==> src/rtl/muldiv_ctrl.sv <==
// Sequential signed multiply (radix-2 Booth) / divide (restoring) controller.
// Optional abort input enabled by defining MULDIV_ABORT_EN.
module muldiv_ctrl (
    input  logic        clk,
    input  logic        reset,
`ifdef MULDIV_ABORT_EN
    input  logic        abort,
`endif
    input  logic        start_mult,
    input  logic        start_div,
    input  logic [31:0] op_a,
    input  logic [31:0] op_b,
    output logic        busy,
    output logic        done,
    output logic        div0,
    output logic [31:0] hi,
    output logic [31:0] lo,
    output logic        hi_we,
    output logic        lo_we
);

    typedef enum logic [1:0] {IDLE, MULT, DIV, FIN} state_t;

    state_t      state_q;
    logic [5:0]  cnt_q;
    logic [31:0] a_q;
    logic [32:0] acc_q;
    logic [31:0] q_q;
    logic        qm1_q;
    logic        qneg_q;
    logic        rneg_q;
    logic        busy_q, done_q, div0_q, hi_we_q, lo_we_q;
    logic [31:0] hi_q, lo_q;

    logic        abort_w;
    logic [31:0] abs_a, abs_b;
    logic [32:0] booth_d;
    logic [32:0] rem_sh, rem_diff;
    logic [31:0] quot_fix, rem_fix;

`ifdef MULDIV_ABORT_EN
    assign abort_w = abort;
`else
    assign abort_w = 1'b0;
`endif

    assign abs_a    = op_a[31] ? (32'd0 - op_a) : op_a;
    assign abs_b    = op_b[31] ? (32'd0 - op_b) : op_b;
    assign rem_sh   = {acc_q[31:0], q_q[31]};
    assign rem_diff = rem_sh - {1'b0, a_q};
    assign quot_fix = qneg_q ? (32'd0 - q_q) : q_q;
    assign rem_fix  = rneg_q ? (32'd0 - acc_q[31:0]) : acc_q[31:0];

    // Accumulator is one bit wider so -2^31 operands cannot overflow
    always_comb begin
        booth_d = acc_q;
        case ({q_q[0], qm1_q})
            2'b01:   booth_d = acc_q + {a_q[31], a_q};
            2'b10:   booth_d = acc_q - {a_q[31], a_q};
            default: booth_d = acc_q;
        endcase
    end

    always_ff @(posedge clk or negedge reset) begin
        if (!reset) begin
            state_q <= IDLE;
            cnt_q   <= '0;
            a_q     <= '0;
            acc_q   <= '0;
            q_q     <= '0;
            qm1_q   <= 1'b0;
            qneg_q  <= 1'b0;
            rneg_q  <= 1'b0;
            busy_q  <= 1'b0;
            done_q  <= 1'b0;
            div0_q  <= 1'b0;
            hi_we_q <= 1'b0;
            lo_we_q <= 1'b0;
            hi_q    <= '0;
            lo_q    <= '0;
        end else begin
            done_q  <= 1'b0;
            div0_q  <= 1'b0;
            hi_we_q <= 1'b0;
            lo_we_q <= 1'b0;
            unique case (state_q)
                IDLE: begin
                    if (start_mult) begin
                        a_q     <= op_a;
                        q_q     <= op_b;
                        acc_q   <= '0;
                        qm1_q   <= 1'b0;
                        cnt_q   <= '0;
                        busy_q  <= 1'b1;
                        state_q <= MULT;
                    end else if (start_div) begin
                        if (op_b == 32'd0) begin
                            div0_q <= 1'b1;
                        end else begin
                            a_q     <= abs_b;
                            q_q     <= abs_a;
                            acc_q   <= '0;
                            qneg_q  <= op_a[31] ^ op_b[31];
                            rneg_q  <= op_a[31];
                            cnt_q   <= '0;
                            busy_q  <= 1'b1;
                            state_q <= DIV;
                        end
                    end
                end
                MULT: begin
                    if (abort_w) begin
                        busy_q  <= 1'b0;
                        state_q <= IDLE;
                    end else if (cnt_q == 6'd32) begin
                        hi_q    <= acc_q[31:0];
                        lo_q    <= q_q;
                        done_q  <= 1'b1;
                        hi_we_q <= 1'b1;
                        lo_we_q <= 1'b1;
                        state_q <= FIN;
                    end else begin
                        acc_q <= {booth_d[32], booth_d[32:1]};
                        q_q   <= {booth_d[0], q_q[31:1]};
                        qm1_q <= q_q[0];
                        cnt_q <= cnt_q + 6'd1;
                    end
                end
                DIV: begin
                    if (abort_w) begin
                        busy_q  <= 1'b0;
                        state_q <= IDLE;
                    end else if (cnt_q == 6'd32) begin
                        hi_q    <= rem_fix;
                        lo_q    <= quot_fix;
                        done_q  <= 1'b1;
                        hi_we_q <= 1'b1;
                        lo_we_q <= 1'b1;
                        state_q <= FIN;
                    end else begin
                        if (!rem_diff[32]) begin
                            acc_q <= rem_diff;
                            q_q   <= {q_q[30:0], 1'b1};
                        end else begin
                            acc_q <= rem_sh;
                            q_q   <= {q_q[30:0], 1'b0};
                        end
                        cnt_q <= cnt_q + 6'd1;
                    end
                end
                FIN: begin
                    busy_q  <= 1'b0;
                    state_q <= IDLE;
                end
                default: state_q <= IDLE;
            endcase
        end
    end

    assign busy  = busy_q;
    assign done  = done_q;
    assign div0  = div0_q;
    assign hi    = hi_q;
    assign lo    = lo_q;
    assign hi_we = hi_we_q;
    assign lo_we = lo_we_q;

endmodule

==> config.mk <==
export PLATFORM = sky130hd
export DESIGN_NAME = muldiv_ctrl
export DESIGN_NICKNAME = d
export VERILOG_FILES = /design/src/rtl/muldiv_ctrl.sv
export SDC_FILE = /design/constraint.sdc
export NUM_CORES = 1
export LEC_CHECK = 0
export CORE_UTILIZATION = 25
export CTS_BUF_LIST = sky130_fd_sc_hd__clkbuf_4 sky130_fd_sc_hd__clkbuf_8
export CTS_CLUSTER_DIAMETER = 50
export DETAILED_ROUTE_END_ITERATION = 16
export PLACE_DENSITY = 0.4
export SYNTH_ARGS = -nofsm -noshare
export SYNTH_HDL_FRONTEND = slang
export SYNTH_SLANG_ARGS = --single-unit
==> constraint.sdc <==
create_clock -name clk -period 4.35 [get_ports clk]
set_input_delay 0.87 -clock clk [delete_from_list [all_inputs] [get_ports clk]]
set_output_delay 0.87 -clock clk [all_outputs]
set_load 0.02 [all_outputs]
[Word level (Yosys, flattened, before mapping)]
Index checks and enable logic that the tools add are counted.
Operators by class
  add/subtract/negate cells: 8
  multiply operators: 0
  divide/modulo/power cells: 0
  $lt $le $gt $ge: 0
  eq/ne operators: 16
  shift operators: 0
  muxes and demuxes: 51
  bitwise logic cells: 4
  reduce and logical (&&, ||, !) cells: 16
Operator list (count)
  $mux W32: 16
  $mux W33: 6
  $pmux W32 S2: 2
  $sub A1 B32 Y32 const A: 4
  $pmux W33 S3: 1
  $pmux W32 S3: 1
  $pmux W33 S2: 1
  $add A33 B33 Y33: 1
  $sub A33 B32 Y33: 1
  $sub A33 B33 Y33: 1
  $logic_not A32 Y1: 1
  $mux W6: 4
  $reduce_and A3 Y1: 5
  $ne A2 B2 Y1 const B: 7
  $mux W1: 12
  $pmux W6 S2: 1
  $mux W2: 4
  $reduce_and A4 Y1: 2
  $reduce_bool A2 Y1: 4
  $add A6 B1 Y6 const B: 1
  $eq A2 B2 Y1 const B: 3
  $eq A6 B6 Y1 const B: 1
  $ne A3 B3 Y1 const B: 2
  $pmux W2 S3: 1
  other kinds (9): 13
Word-level totals
  bits in registers: 175
  bits in latches: 0
  memory bits (writable): 0
  bits in read-only memories: 0
  input port bits: 68
  output and inout bits: 69
  logic and storage cells: 108
  memories: 0

[Depth between registers and ports, before layout]
  word-level depth: 6
  mapped depth: 19
  depth with buffers taken out: 19

[Worst setup path after synthesis]
No wires, ideal clock.
  path kind: register -> register
  start point: reg a_q[1]
  end point: reg acc_q[31]
  setup time: 132 ps
  data arrival time: 4214 ps
  required time: 4218 ps
  setup slack: 5 ps
  cell stages (with the launch flop): 20
  buffers on the path: 1
  period minus slack after synthesis: 4345 ps
  cell sequence: dfrtp_1 inv_1 ha_1 nor3b_1 and2_1 nor3b_1 a21oi_1 nor2_1 o21ai_0 xnor2_1 ha_1 clkbuf_1 nand3_1 a211oi_1 a221o_1 a31oi_1 o21ai_0 mux2i_1 o2111ai_1 or3b_1
On the way
  longest elaborated chain between the ends: 4
  elaborated cells between the ends (all ways): 8
  those cells by class: add/sub: 3; mux: 5
RTL lines
  from (decl): line 26  | logic [31:0] a_q;
  from (signal assigned): line 89  | a_q <= op_a;
  from (signal assigned): line 100  | a_q <= abs_b;
  $sub A33 B33 Y33 (tied with other cells): line 59  | 2'b10: booth_d = acc_q - {a_q[31], a_q};
  $pmux W33 S2 or $mux W33 (tied branches): line 57, 141
  $mux W33, on equally long branches: line 115, 133
  $pmux W33 S3 (*): line 86  | unique case (state_q)
  to (signal assigned): line 123  | acc_q <= {booth_d[32], booth_d[32:1]};
  to (signal assigned): line 142  | acc_q <= rem_diff;
  to (signal assigned): line 145  | acc_q <= rem_sh;
  to (decl): line 27  | logic [32:0] acc_q;
Mark *: on every way between the ends. The rest lies on a longest branch, timed or not. The select of a mux whose other input is x is not followed.
A chain may end at the register's enable or synchronous reset.

[Worst setup path after layout]
  start point: reg a_q[9]
  end point: reg acc_q[19]
Same word-level chain as after synthesis.

==> reports/metrics.csv <==
stage,metric,value,unit
logic_synthesis,yosys.area_share.simple,18.1,%
layout,nFillCells,6449,
routing,via_per_inst,5.15,
sta,hold_ws,0.297,ns
sta,rsz0062_at_grt,yes,
logic_synthesis,syn_avg_cell_area,7.89,um^2
layout,nets,2288,
layout,antennaDiodeCount,0,
cts,cts_tree,built,
sta,finalCriticalPeriod,4.09,ns
cts,htreeDepth,4,
die,die_h,248,um
global_routing,grt_pass1_wl,90300,um
logic_synthesis,synth_most_common_cell,a21oi_1,
logic_synthesis,synth_edf_count,0,
logic_synthesis,synth_top_family_by_area,compound AO/OA/AOI/OAI gates,
logic_synthesis,ys_ff_latch,175,
routing,drtAntennaViolNets,0,
sta,max_freq,0.244,GHz
logic_synthesis,synth.area.mux_share,2.11,%
sta,maxSlewHeadroom,31.6,%
power_and_ir_drop,leakagePower,0.00774,uW
global_routing,grt.overflow.total,0,
outcome,outcome,"complete, no violations",
die,rows,89,
worst_setup_path,cp.arrival,4.57,ns
sta,tns,0,ns
place,place_area,18400,um^2
logic_synthesis,synth_adder_area_share,6.69,%
layout,drive_above_1_share,13.1,%
place,gp_congestion,0.929,
logic_synthesis,synth_nets,2073,
worst_setup_path,critPathKind,reg2reg,
global_routing,antenna_found_initial,0,
layout,utilization,31.8,%
cts,cts_max_path_buffers,2,
worst_setup_path,cp-start-kind,register,
routing,routed.top_layer,met4,
global_routing,grt_max_degree,91,
die,initial_core_util,25.5,%
logic_synthesis,synth_area_leaders,"dfrtp_1 29%, xnor2_1 7.4%, a21oi_1 7.0%, ha_1 6.4%, o21ai_0 4.7%",
die,core,59500,um^2
die,pin_count,137,
place,port_buffers,136,
worst_setup_path,rrSetupSlack,0.26,ns
routing,vias,15100,
worst_setup_path,rr_worst_depth,17,
logic_synthesis,synth_top_area_share,28.8,%
logic_synthesis,synth_top_cell_by_area,dfrtp_1,
global_routing,grt_usage,18.9,%
run,maxCapViolCount,0,
sta,fin_crit_sh,94.0,%
sta,timing_hold_violations_final,0,
cts,clock-root-buffer,clkbuf_8,
logic_synthesis,synth_common_cells,"211 x a21oi_1, 187 x nor2_1, 179 x nand2_1",
routing,drt_iter0_markers,934,
cts,worstSkewPairLatency,0.60,ns
logic_synthesis,ys_types,83,
power_and_ir_drop,power_density,931,nW/um^2
place,dp_hpwl,46200,um
global_routing,grt_pass1_vias,15000,
routing,wire_per_inst,20.0,um
sta,worst_clock_skew,0.0261,ns
logic_synthesis,yosys_warnings,0,
routing,wl_met3,2300,um
cts,cts_buffers,17,
routing,dr.pass1.iters,7,
logic_synthesis,synth_cells,1925,
sta,setup_viol,0,
layout,multiInputGateArea,10100,um^2
layout,ff_latch_area,4380,um^2
cts,clk_pin_slew_worst_paths,0.13,ns
logic_synthesis,synth_xor_area_share,11.5,%
logic_synthesis,async_flop_share,100,%
worst_setup_path,cp_max_fo,9,
worst_setup_path,worst_setup_path_end_kind,register,
worst_setup_path,required,4.83,ns
power_and_ir_drop,peakVddDrop,0.327,mV
cts,cts_sinks,175,
layout,fin_area,18900,um^2
logic_synthesis,synth-compound-area-share,27.2,%
power_and_ir_drop,finalPower,17600,uW
routing,drc_errors,0,
sta,slew_violations,0,
routing,met2_wirelength,26400,um
die,dieArea,61700,um^2
logic_synthesis,ys_seq_area_share,28.8,%
layout,area_delta_synth_final,24.7,%
min_path,hold_path.class,in2async,
sta,worst_pin_slew,1.02,ns
routing,met1Wirelength,28800,um
logic_synthesis,synth_flop_cell,dfrtp_1,
die,dieWidth,248,um
routing,wl,58500,um
logic_synthesis,synthesis.area,15200,um^2
-- repair_timing --
item / 4_1_cts / 5_1_grt
hold endpoints to repair: 0 / 0
setup endpoints to repair: 0 / 29
setup buffers: 0 / 4
resized for setup: 0 / 23
hold buffers: 0 / 0
-- layout make-up --
cell class	instances	share of cell area, %
Timing Repair Buffer	317	14.7
Sequential cell	175	23.1
Clock buffer	18	1.28
Clock inverter	14	0.978
Multi-Input combinational cell	1551	53.3
Inverter	78	1.55
Tap cell	773	5.11
-- critical path, stage by stage, from the launching register on --
cell and delay (ns):
dfrtp_1 0.36, buf_4 0.13, inv_1 0.09, ha_2 0.39, nand2_1 0.10, or3_1 0.37
o21a_2 0.24, o211ai_1 0.33, o21bai_1 0.14, a21oi_1 0.21, a211oi_2 0.07, o21ai_0 0.23
ha_2 0.36, buf_12 0.16, and2_1 0.19, and3_1 0.25, a221oi_2 0.23, o21ai_0 0.12
-- state kept, by name, indices dropped and copies added (netlist names) --
| name | flops |
|---|---|
| q_q | 32 |
| cnt_q | 6 |
| busy | 1 |
| hi | 32 |
| qneg_q | 1 |
| state_q | 2 |
| div0 | 1 |
| lo | 32 |
| acc_q | 33 |
| lo_we | 1 |
| rneg_q | 1 |
| a_q | 32 |
| qm1_q | 1 |
-- final timing paths --
kind / to / startpoint
setup / recovery: acc_q[19] / a_q[9]
hold / removal: cnt_q[4] / reset
setup reg to reg: acc_q[19] / a_q[9]
hold reg to reg: hi[24] / hi[24]
max in group asynchronous: q_q[23] / reset
min in group clk: hi[24] / hi[24]
-- kinds of logic (layout without fill, tap and decap cells) --
family,after synthesis,count (layout)
simple gates,585,585
flops,175,175
xor+xnor,200,200
buf+inv,199,427
mux,30,30
compound gates,656,656
fa+ha+maj,80,80
-- where the power goes --
part | leakage, uW | switching (uW) | total [uW] | internal [uW]
combinational | 0.00536 | 7610 | 13100 | 5480
clock | 0.000213 | 804 | 1300 | 500
sequential | 0.00216 | 824 | 3240 | 2420
-- stage by stage --
step	setup WS [ns]	cells
5_1_grt	-0.0605	2926
6_report	0.260	2926
2_1_floorplan	0.00473	1925
3_5_place_dp	0.0252	2890
4_1_cts	0.00363	2922
3_3_place_gp	0.0837	2890
-- routing by layer --
| layer | vias to the layer above | global-route usage [%] |
|---|---|---|
| met1 | 7275 | 26.2 |
| li1 | 7434 | - |
| met3 | 48 | 3.04 |
| met4 | 0 | 5.32 |
| met5 | - | 0 |
| met2 | 323 | 30.1 |
-- layout by cell type, fill, tap and decap left out, drive strengths merged, types with 12 or more instances in the layout --
master	n
o21ai	146
mux2i	14
a31oi	20
o22ai	25
o31ai	50
nor4	28
nand4	14
xor2	72
mux2	16
nor2b	12
a211oi	28
clkdlybuf4s50	134
nand2	180
o21a	12
clkbuf	19
a21oi	211
dfrtp	175
nor2	189
inv	86
xnor2	128
nand2b	14
buf	182
and3	20
ha	78
o41ai	18
nor3	36
or3	12
a21o	21
o211ai	13
nand3	28
a22oi	22
a221oi	35
(Power assumes the default switching activity.)
